## src/rtl/slave_controller.sv

```systemverilog
// I2C slave bus controller: sequences address recognition, the ACK/NACK
// handshake and the RX/TX data phases. It is driven by strobes from the
// bit-level checker and steers the shifters, the FIFOs and the SDA driver.
module slave_controller (
   input  logic       clk,
   input  logic       n_rst,
   input  logic       start,
   input  logic       stop,
   input  logic [1:0] address_match,
   input  logic       rw_mode,
   input  logic       address_mode,
   input  logic       byte_received,
   input  logic       ack_prep,
   input  logic       check_ack,
   input  logic       ack_done,
   input  logic       SDA_sync,
   input  logic       tx_fifo_empty,
   input  logic       rx_fifo_full,
   output logic       rx_enable,
   output logic       tx_enable,
   output logic       load_data,
   output logic       tx_fifo_read,
   output logic       rx_fifo_write,
   output logic [1:0] sda_mode,
   output logic       busy
);

   typedef enum logic [3:0] {
      ST_IDLE       = 4'd0,
      ST_RX_ADDR    = 4'd1,
      ST_CHECK_ADDR = 4'd2,
      ST_ACK_WAIT   = 4'd3,
      ST_ACK_DRIVE  = 4'd4,
      ST_RX_DATA    = 4'd5,
      ST_STORE      = 4'd6,
      ST_TX_LOAD    = 4'd7,
      ST_TX_BYTE    = 4'd8,
      ST_TX_ACK     = 4'd9,
      ST_TX_CHECK   = 4'd10,
      ST_IGNORE     = 4'd11
   } state_t;

   // Context of the byte currently being handled.
   typedef enum logic [1:0] {
      PH_ADDR1     = 2'd0,   // first byte of a 10-bit address
      PH_ADDR_DONE = 2'd1,   // final address byte
      PH_DATA_WR   = 2'd2,   // master writes data to us
      PH_DATA_RD   = 2'd3    // master reads data from us
   } phase_t;

   localparam logic [1:0] SDA_RELEASE = 2'b00;
   localparam logic [1:0] SDA_DRIVE0  = 2'b01;
   localparam logic [1:0] SDA_TXDATA  = 2'b11;

   state_t state_q, state_d;
   phase_t phase_q, phase_d;
   logic   rw_q, rw_d;
   logic   first_addr_byte;

   // State, phase and latched R/W registers with asynchronous reset.
   always_ff @(posedge clk or negedge n_rst) begin
      if (!n_rst) begin
         state_q <= ST_IDLE;
         phase_q <= PH_ADDR_DONE;
         rw_q    <= 1'b0;
      end else begin
         state_q <= state_d;
         phase_q <= phase_d;
         rw_q    <= rw_d;
      end
   end

   // The byte carrying R/W: the only byte in 7-bit mode, the first one in 10-bit mode.
   always_comb begin
      first_addr_byte = (phase_q == PH_ADDR1) || !address_mode;
   end

   // Next-state logic: stop beats start, start beats every per-state transition.
   always_comb begin
      state_d = state_q;
      phase_d = phase_q;
      rw_d    = rw_q;
      if (stop) begin
         state_d = ST_IDLE;
      end else if (start) begin
         state_d = ST_RX_ADDR;
         phase_d = address_mode ? PH_ADDR1 : PH_ADDR_DONE;
      end else begin
         case (state_q)
            ST_IDLE: begin
               state_d = ST_IDLE;
            end
            ST_RX_ADDR: begin
               if (byte_received) state_d = ST_CHECK_ADDR;
               else               state_d = ST_RX_ADDR;
            end
            ST_CHECK_ADDR: begin
               if (first_addr_byte) begin
                  rw_d    = rw_mode;
                  state_d = address_match[1] ? ST_ACK_WAIT : ST_IGNORE;
               end else begin
                  state_d = address_match[0] ? ST_ACK_WAIT : ST_IGNORE;
               end
            end
            ST_ACK_WAIT: begin
               if (ack_prep) state_d = ST_ACK_DRIVE;
               else          state_d = ST_ACK_WAIT;
            end
            ST_ACK_DRIVE: begin
               if (ack_done) begin
                  case (phase_q)
                     PH_ADDR1: begin
                        state_d = ST_RX_ADDR;
                        phase_d = PH_ADDR_DONE;
                     end
                     PH_ADDR_DONE: begin
                        if (rw_q) begin
                           state_d = ST_TX_LOAD;
                           phase_d = PH_DATA_RD;
                        end else begin
                           state_d = ST_RX_DATA;
                           phase_d = PH_DATA_WR;
                        end
                     end
                     PH_DATA_WR: begin
                        state_d = ST_RX_DATA;
                     end
                     default: begin
                        // An ACK is never driven while reading; drop off the bus.
                        state_d = ST_IGNORE;
                     end
                  endcase
               end else begin
                  state_d = ST_ACK_DRIVE;
               end
            end
            ST_RX_DATA: begin
               if (byte_received) state_d = ST_STORE;
               else               state_d = ST_RX_DATA;
            end
            ST_STORE: begin
               // A full RX FIFO means the byte is lost, so it gets NACKed.
               state_d = rx_fifo_full ? ST_IGNORE : ST_ACK_WAIT;
            end
            ST_TX_LOAD: begin
               state_d = ST_TX_BYTE;
            end
            ST_TX_BYTE: begin
               if (ack_prep) state_d = ST_TX_ACK;
               else          state_d = ST_TX_BYTE;
            end
            ST_TX_ACK: begin
               if (check_ack) state_d = SDA_sync ? ST_IGNORE : ST_TX_CHECK;
               else           state_d = ST_TX_ACK;
            end
            ST_TX_CHECK: begin
               if (ack_done) state_d = ST_TX_LOAD;
               else          state_d = ST_TX_CHECK;
            end
            ST_IGNORE: begin
               state_d = ST_IGNORE;
            end
            default: begin
               state_d = ST_IDLE;
            end
         endcase
      end
   end

   // Moore output decode from the registered state; FIFO strobes are gated by FIFO status.
   always_comb begin
      rx_enable     = 1'b0;
      tx_enable     = 1'b0;
      load_data     = 1'b0;
      tx_fifo_read  = 1'b0;
      rx_fifo_write = 1'b0;
      sda_mode      = SDA_RELEASE;
      busy          = 1'b0;
      case (state_q)
         ST_RX_ADDR: begin
            rx_enable = 1'b1;
         end
         ST_ACK_WAIT: begin
            busy = 1'b1;
         end
         ST_ACK_DRIVE: begin
            sda_mode = SDA_DRIVE0;
            busy     = 1'b1;
         end
         ST_RX_DATA: begin
            rx_enable = 1'b1;
            busy      = 1'b1;
         end
         ST_STORE: begin
            rx_fifo_write = !rx_fifo_full;
            busy          = 1'b1;
         end
         ST_TX_LOAD: begin
            // Load even from an empty FIFO: the shifter then sends the FIFO output as is.
            load_data    = 1'b1;
            tx_fifo_read = !tx_fifo_empty;
            busy         = 1'b1;
         end
         ST_TX_BYTE: begin
            tx_enable = 1'b1;
            sda_mode  = SDA_TXDATA;
            busy      = 1'b1;
         end
         ST_TX_ACK: begin
            busy = 1'b1;
         end
         ST_TX_CHECK: begin
            busy = 1'b1;
         end
         default: begin
            busy = 1'b0;
         end
      endcase
   end

endmodule

```

## config.mk

```make
export PLATFORM = sky130hd
export DESIGN_NAME = slave_controller
export DESIGN_NICKNAME = d
export VERILOG_FILES = /design/src/rtl/slave_controller.sv
export SDC_FILE = /design/constraint.sdc
export NUM_CORES = 1
export LEC_CHECK = 0
export CAP_MARGIN = 20
export CORE_MARGIN = 2
export CORE_UTILIZATION = 48
export DETAILED_ROUTE_END_ITERATION = 8
export GPL_ROUTABILITY_DRIVEN = 0
export GPL_TIMING_DRIVEN = 0
export PLACE_DENSITY = 0.83
export SLEW_MARGIN = 10
export SYNTH_ARGS = -nofsm -noshare
export SYNTH_HDL_FRONTEND = slang
export SYNTH_SLANG_ARGS = --single-unit
```

## constraint.sdc

```tcl
create_clock -name clk -period 3.6 [get_ports clk]
set_input_delay 1.08 -clock clk [delete_from_list [all_inputs] [get_ports clk]]
set_output_delay 1.08 -clock clk [all_outputs]
set_load 0.01 [all_outputs]
```

==> results.sh, run 1 <==
export IMPL_swShare=0.2883
export IMPL_critPathSlowestCell="clkdlybuf4s50_1"
export IMPL_drc=0
export IMPL_fmax_ghz=0.2972
export IMPL_crit_chain="clkdlybuf4s50_1 -> nor3_1 -> clkdlybuf4s50_1"
export IMPL_finalCritPeriodShare=0.9348
export IMPL_core_area_sq_mm=0.001334
export IMPL_tightestPinTransition_ns=0.5286
export IMPL_start_util=0.5281
export IMPL_synth_top_cell_by_area="dfrtp_1"
export IMPL_max_stage_delay_ns=0.56
export IMPL_pwr_share_clk=0.304
export IMPL_grt_pass1_wl_microns=2987
export IMPL_fin_skew_ns=0.007047
export IMPL_drv_slew=0
export IMPL_cts_made_buffers=3
export IMPL_antenna_found_initial=0
export IMPL_cts_tree="yes"
export IMPL_max_cap_viol_count=0
export IMPL_ys_top_cells_by_area="dfrtp_1 21%, ha_1 5.3%, nand2b_1 4.4%"
export IMPL_power_leakage_nw=0.3788
export IMPL_pwr_share_comb=0.300
export IMPL_hold_violations=0
export IMPL_p_per_area_mw_per_mm2=240.1
export IMPL_ctsLongestPathBuffers=2
export IMPL_hpwl_microns=1415
export IMPL_grt_setup_unrepaired="false"
export IMPL_grt_usage=0.2212
export IMPL_dr_pass1_iters=4
export IMPL_insertion_delay_ns=0.25
export IMPL_ir_drop_v=0.0002252
export IMPL_grt_max_degree=11
export IMPL_crit_fanout=2
export IMPL_ys_ff_latch=7
export IMPL_clkTransAtPathRegs_ns=0.05
export IMPL_wl_per_cell_microns=14.47
export IMPL_seq_power_share=0.396
export IMPL_diodes=0
export IMPL_ys_seq_area_frac=0.2504
export IMPL_ant_nets=0
export IMPL_critPathLaunchType="input pin"
export IMPL_hold_path_class="reg2reg"
export IMPL_vias=753
export IMPL_ys_flop_type="dfrtp_1"
export IMPL_viasPerCell=6.073
export IMPL_cts_resized=0
export IMPL_synth_edf_count=0
export IMPL_synthesis_nets=102
export IMPL_root_buffer="clkbuf_4"
export IMPL_final_core_util=0.7195
export IMPL_synth_top_area_frac=0.2131
export IMPL_async_reset_ff_frac=1.000
export IMPL_setup_ws_ns=0.2347
export IMPL_pre_cts_slack_ns=0.2327
export IMPL_fp_dieArea_sq_mm=0.001790
export IMPL_end_kind="primary output"
export IMPL_cts_max_level=1
export IMPL_cpMostUsedCell="clkdlybuf4s50_1"
export IMPL_cp_data_required_time_ns=2.52
export IMPL_ioPinCount=23
export IMPL_yosys_warnings=0
export IMPL_setup_viol=0
export IMPL_synth_cell_types=39
export IMPL_syn_cell_area_sq_um=704.4
export IMPL_fin_setup_tns_ns=0
export IMPL_postCtsSetupRepairBufs=0
export IMPL_relSlewSlack=0.6385
export IMPL_die_x_microns=42.31
export IMPL_drt_iter0_drc=22
export IMPL_critPathArrivalTime_ns=2.29
export IMPL_numPortBuffers=21
export IMPL_finalCriticalPeriod_ns=3.365
export IMPL_grt_pass1_vias=713
export IMPL_netSwitchingPower_mw=0.06644
export IMPL_fin_nets=128
export IMPL_grt_overflow=0
export IMPL_run_status="finished, final reports clean"
export IMPL_rows=13
export IMPL_p_int_mw=0.1640
export IMPL_critPathTopFamily="buffers and inverters"
export IMPL_whs_ns=0.5360
export IMPL_avgSynthCellArea_sq_um=8.386
export IMPL_crit_buf_inv=2
export IMPL_clkSinkCount=7
export IMPL_fillCellCount=114
export IMPL_routed_wl_microns=1794
export IMPL_area_growth_pct=36.23
export IMPL_die_height_microns=42.31
export IMPL_layout_drive_gt1_share=0.1284
export IMPL_hold_buffers=0
export IMPL_worstSetupPathType="in2out"
export IMPL_syn_inst=84
-- flip-flops by register name, summed over array words and instances (netlist names) --
register,cells
rw_q,1
state_q,4
phase_q,2
-- logic make-up (layout without fill, tap and decap cells) --
family / Yosys count / after routing / share of synthesized area
AO/OA/AOI/OAI: 26 / 26 / 0.2771
XOR/XNOR: 1 / 1 / 0.01244
adder cells (fa/ha/maj): 3 / 3 / 0.05329
buffers and inverters: 16 / 41 / 0.1155
flip-flops: 7 / 7 / 0.2504
multiplexers: 3 / 3 / 0.04618
AND/OR/NAND/NOR: 28 / 28 / 0.2451
-- synth_stat cells (all sizes together) (3+ instances only) --
master / instances
inv: 8
nor3: 5
nor2: 6
buf: 6
a31oi: 3
a21oi: 4
a32oi: 3
ha: 3
nand2b: 5
dfrtp: 6
nand2: 3
-- tightest hold or removal path, cell delays in order, from the launching register on --
cell,delay [ns]
dfrtp_1,0.37
a32oi_1,0.06
nand2_1,0.07
-- placed cells by master, fill, tap and decap left out, types with 2 or more instances in the layout --
cell             Yosys  final
nand2b_1             5      5
o21ai_0              2      2
clkdlybuf4s50_1      0     21
a31oi_1              3      3
o32a_1               2      2
nand3b_1             2      2
nor3_1               5      5
nand2_1              3      3
clkbuf_4             0      3
nor2_1               6      6
mux2_2               2      2
a21oi_1              4      4
clkbuf_1             2      3
a211o_1              2      2
dfrtp_1              6      6
ha_1                 3      3
buf_2                2      2
a32oi_1              3      3
buf_4                3      3
inv_1                8      8
-- layer usage --
metal	vias up	share of wire	track usage
li1	362	-	-
met4	0	0.020	0.07500
met2	43	0.51	0.3754
met3	4	0.070	0.08190
met5	-	0	0
met1	344	0.40	0.2540
-- power groups by stage --
stage | Sequential, mW | Combinational [mW] | Clock, mW
after floorplan | 0.0909 | 0.0408 | 0
after global placement | 0.0925 | 0.0669 | 0
after detailed placement | 0.0926 | 0.0687 | 0
after CTS | 0.0914 | 0.0691 | 0.0728
after global routing | 0.0918 | 0.0775 | 0.0792
final | 0.0913 | 0.0691 | 0.0700
-- stage by stage --
step                      area (sq um)  instances  power (mW)
final                            959.7        124      0.2304
after global routing             959.7        124      0.2485
after CTS                        959.7        124      0.2334
after detailed placement         933.4        120      0.1613
after global placement           933.4        120      0.1594
after floorplan                  704.4         84      0.1317
-- final cells by class --
type,instances,area (sq um),share of cell area
well taps,15,18.77,0.01956
inverters,8,30.03,0.03129
multi-input cells,61,446.7,0.4654
repair buffers,21,210.2,0.2190
flip-flops and latches,7,176.4,0.1838
clock buffers,4,26.28,0.02738
plain buffers,8,51.30,0.05346
-- worst paths after layout --
kind / slack (ns) / from / endpoint / depth (start not counted)
setup / recovery: 0.23 / rx_fifo_full / rx_fifo_write / 3
max in group asynchronous: 2.24 / n_rst / phase_q[0] / 1
min in group asynchronous: 1.08 / n_rst / state_q[2] / 1
hold reg to reg: 0.54 / phase_q[1] / phase_q[1] / 2
setup reg to reg: 1.98 / phase_q[0] / state_q[2] / 6
hold / removal: 0.54 / phase_q[1] / phase_q[1] / 2
Note: power is estimated with default switching activity, not from simulation.
==> run 2, diff against run 1 <==
Settings changed: ABC_AREA set to 1, CORE_UTILIZATION 48 to 49, CTS_BUF_LIST set to sky130_fd_sc_hd__clkbuf_2, PLACE_DENSITY 0.83 to 0.86.
==> run 2 against run 1 <==
Clock skew down 0.0066 ns; global-route usage down 0.31 points; hold slack worse by 0.022 ns; critical endpoint unchanged.
==> results.sh, run 2 <==
export IMPL_run_status="finished, final reports clean"
export IMPL_synth_top_cell_by_area="dfrtp_1"
export IMPL_hold_end="phase_q[0]"
export IMPL_core_area_sq_mm=0.001269
export IMPL_fmax_ghz=0.2974
export IMPL_worstSetupPathType="in2out"
export IMPL_synth_edf_count=0
export IMPL_critPathSlowestCell="clkdlybuf4s50_1"
export IMPL_fp_dieArea_sq_mm=0.001621
export IMPL_min_from="phase_q[0]"
export IMPL_ioPinCount=23
export IMPL_ir_drop_v=0.0002461
export IMPL_largest_register_ffs=4
export IMPL_grt_pass1_wl_microns=2359
export IMPL_fillCellCount=131
export IMPL_wl_per_cell_microns=10.58
export IMPL_ys_ff_latch=7
export IMPL_setup_viol=0
export IMPL_area_growth_pct=40.19
export IMPL_multi_input_comb_area_sq_um=400.4
export IMPL_clkTransAtPathRegs_ns=0.07
export IMPL_ys_top_cells_by_area="dfrtp_1 23%, nand2_1 14%, nor2_1 9.3%"
export IMPL_mostFrequentLayoutCell="nand2_1"
export IMPL_max_stage_delay_ns=0.58
export IMPL_critPathArrivalTime_ns=2.28
export IMPL_hold_path_class="reg2reg"
export IMPL_power_leakage_nw=0.4300
export IMPL_clkSinkCount=7
export IMPL_synthesis_nets=121
export IMPL_yosys_warnings=0
export IMPL_root_buffer="clkbuf_2"
export IMPL_worstHoldPathCells=2
export IMPL_ys_seq_area_frac=0.2738
export IMPL_reg2reg_to="state_q[2]"
export IMPL_layout_drive_gt1_share=0.1318
export IMPL_r2r_start="phase_q[0]"
export IMPL_grt_usage=0.2181
export IMPL_drc=0
export IMPL_dr_pass1_iters=4
export IMPL_critPathLaunchType="input pin"
export IMPL_yosysMostFrequentCell="nand2_1"
export IMPL_synthTopCellsByCount="24 x nand2_1, 16 x nor2_1, 14 x inv_1, 7 x nand3_1, 6 x dfrtp_1"
export IMPL_end_kind="primary output"
export IMPL_final_cell_mix="24 x nand2_1, 22 x clkdlybuf4s50_1, 16 x nor2_1"
export IMPL_grt_pass1_vias=603
export IMPL_reg2reg_slack_ns=2.23
export IMPL_tightestPinTransition_ns=0.3037
export IMPL_crit_buf_inv=2
export IMPL_diodes=0
export IMPL_reg2reg_depth=6
export IMPL_finalCriticalPeriod_ns=3.362
export IMPL_viasPerCell=5.007
export IMPL_die_height_microns=40.27
export IMPL_vias=721
export IMPL_avgSynthCellArea_sq_um=6.256
export IMPL_synth_cell_types=22
export IMPL_cts_made_buffers=3
export IMPL_top_regs="state_q x4, phase_q x2, rw_q x1"
export IMPL_crit_chain="clkdlybuf4s50_1 -> nor3_1 -> clkdlybuf4s50_1"
export IMPL_cp_depth=3
export IMPL_cpMostUsedCell="clkdlybuf4s50_1"
export IMPL_drv_slew=0
export IMPL_hold_buffers=0
export IMPL_critPathTopFamily="buffers and inverters"
export IMPL_syn_cell_area_sq_um=644.4
export IMPL_fin_area_sq_um=903.4
export IMPL_insertion_delay_ns=0.22
export IMPL_hpwl_microns=1263
export IMPL_hold_violations=0
export IMPL_relSlewSlack=0.7969
export IMPL_die_x_microns=40.27
export IMPL_grt_max_degree=8
export IMPL_syn_inst=103
export IMPL_drt_iter0_drc=20
export IMPL_cts_resized=0
export IMPL_crit_fanout=2
export IMPL_max_flop_register="state_q"
export IMPL_fin_setup_tns_ns=0
export IMPL_async_reset_ff_frac=1.000
export IMPL_ctsLongestPathBuffers=2
export IMPL_antenna_found_initial=0
export IMPL_ant_nets=0
export IMPL_fin_nets=148
export IMPL_cts_tree="yes"
export IMPL_finalCritPeriodShare=0.9339
export IMPL_grt_overflow=0
export IMPL_start_util=0.5079
export IMPL_rows=13
export IMPL_final_core_util=0.7120
export IMPL_synth_top_area_frac=0.2330
export IMPL_dpl_cell_area_sq_um=883.3
export IMPL_cts_max_level=1
export IMPL_routed_wl_microns=1523
export IMPL_ys_flop_type="dfrtp_1"
export IMPL_p_per_area_mw_per_mm2=225.6
export IMPL_cp_data_required_time_ns=2.52
export IMPL_fin_skew_ns=0.0004691
export IMPL_postCtsSetupRepairBufs=0
export IMPL_grt_setup_unrepaired="false"
export IMPL_numPortBuffers=22
export IMPL_seq_area_sq_um=176.4
export IMPL_max_cap_viol_count=0
==> run 2: area by class of cell <==
class,count,share of cell area
inverters,16,0.06648
flip-flops and latches,7,0.1953
well taps,15,0.02078
plain buffers,1,0.008310
clock buffers,4,0.02216
multi-input cells,79,0.4432
repair buffers,22,0.2438
==> run 2: worst reg2reg max path: cells and delay by family, from the launching register on <==
| kind | cells | cell delay [ns] |
|---|---|---|
| AOI/OAI and AO/OA | 1 | 0.07 |
| adders and majority gates | 1 | 0.29 |
| buffers and inverters | 1 | 0.05 |
| DFF | 1 | 0.57 |
| and+or+nand+nor | 3 | 0.29 |
==> run 2: cell families after synthesis <==
kind of cell,after synthesis,synth area share
adder cells (fa/ha/maj),3,0.05826
AND/OR/NAND/NOR,60,0.4214
AO/OA/AOI/OAI,16,0.1418
flip-flops,7,0.2738
buffers and inverters,17,0.1049
==> run 2: stage by stage <==
| stage | setup slack, ns | std cells | total power [mW] | hold WS (ns) |
|---|---|---|---|---|
| 2_1_floorplan | 1.139 | 103 | 0.1198 | 0.4695 |
| 3_3_place_gp | 0.2897 | 140 | 0.1457 | 0.4899 |
| 3_5_place_dp | 0.2354 | 140 | 0.1472 | 0.5061 |
| 4_1_cts | 0.2366 | 144 | 0.2055 | 0.5165 |
| 5_1_grt | 0.1702 | 144 | 0.2164 | 0.5381 |
| 6_report | 0.2380 | 144 | 0.2038 | 0.5137 |
==> run 2: power breakdown <==
part           internal [mW]  total [mW]  switching [mW]  leakage, nW
Sequential            0.0849      0.0903         0.00535       0.0922
Clock                 0.0296      0.0581          0.0285       0.0166
Combinational         0.0280      0.0555          0.0275        0.321
Total                  0.143       0.204          0.0613        0.430
==> run 2: routing by layer <==
layer,vias up,GRT usage,wire [microns]
li1,380,-,-
met1,315,0.2345,642
met2,26,0.4355,785
met3,0,0.05556,94
met4,0,0.01667,0
met5,-,0,0
==> run 2: worst max path at each step <==
| stage | start | to | slack [ns] |
|---|---|---|---|
| 4_1_cts | rx_fifo_full | rx_fifo_write | 0.24 |
| 6_report | rx_fifo_full | rx_fifo_write | 0.24 |
| 2_1_floorplan | rx_fifo_full | rx_fifo_write | 1.14 |
| 3_3_place_gp | rx_fifo_full | rx_fifo_write | 0.29 |
| 3_5_place_dp | rx_fifo_full | rx_fifo_write | 0.24 |
| 5_1_grt | rx_fifo_full | rx_fifo_write | 0.17 |
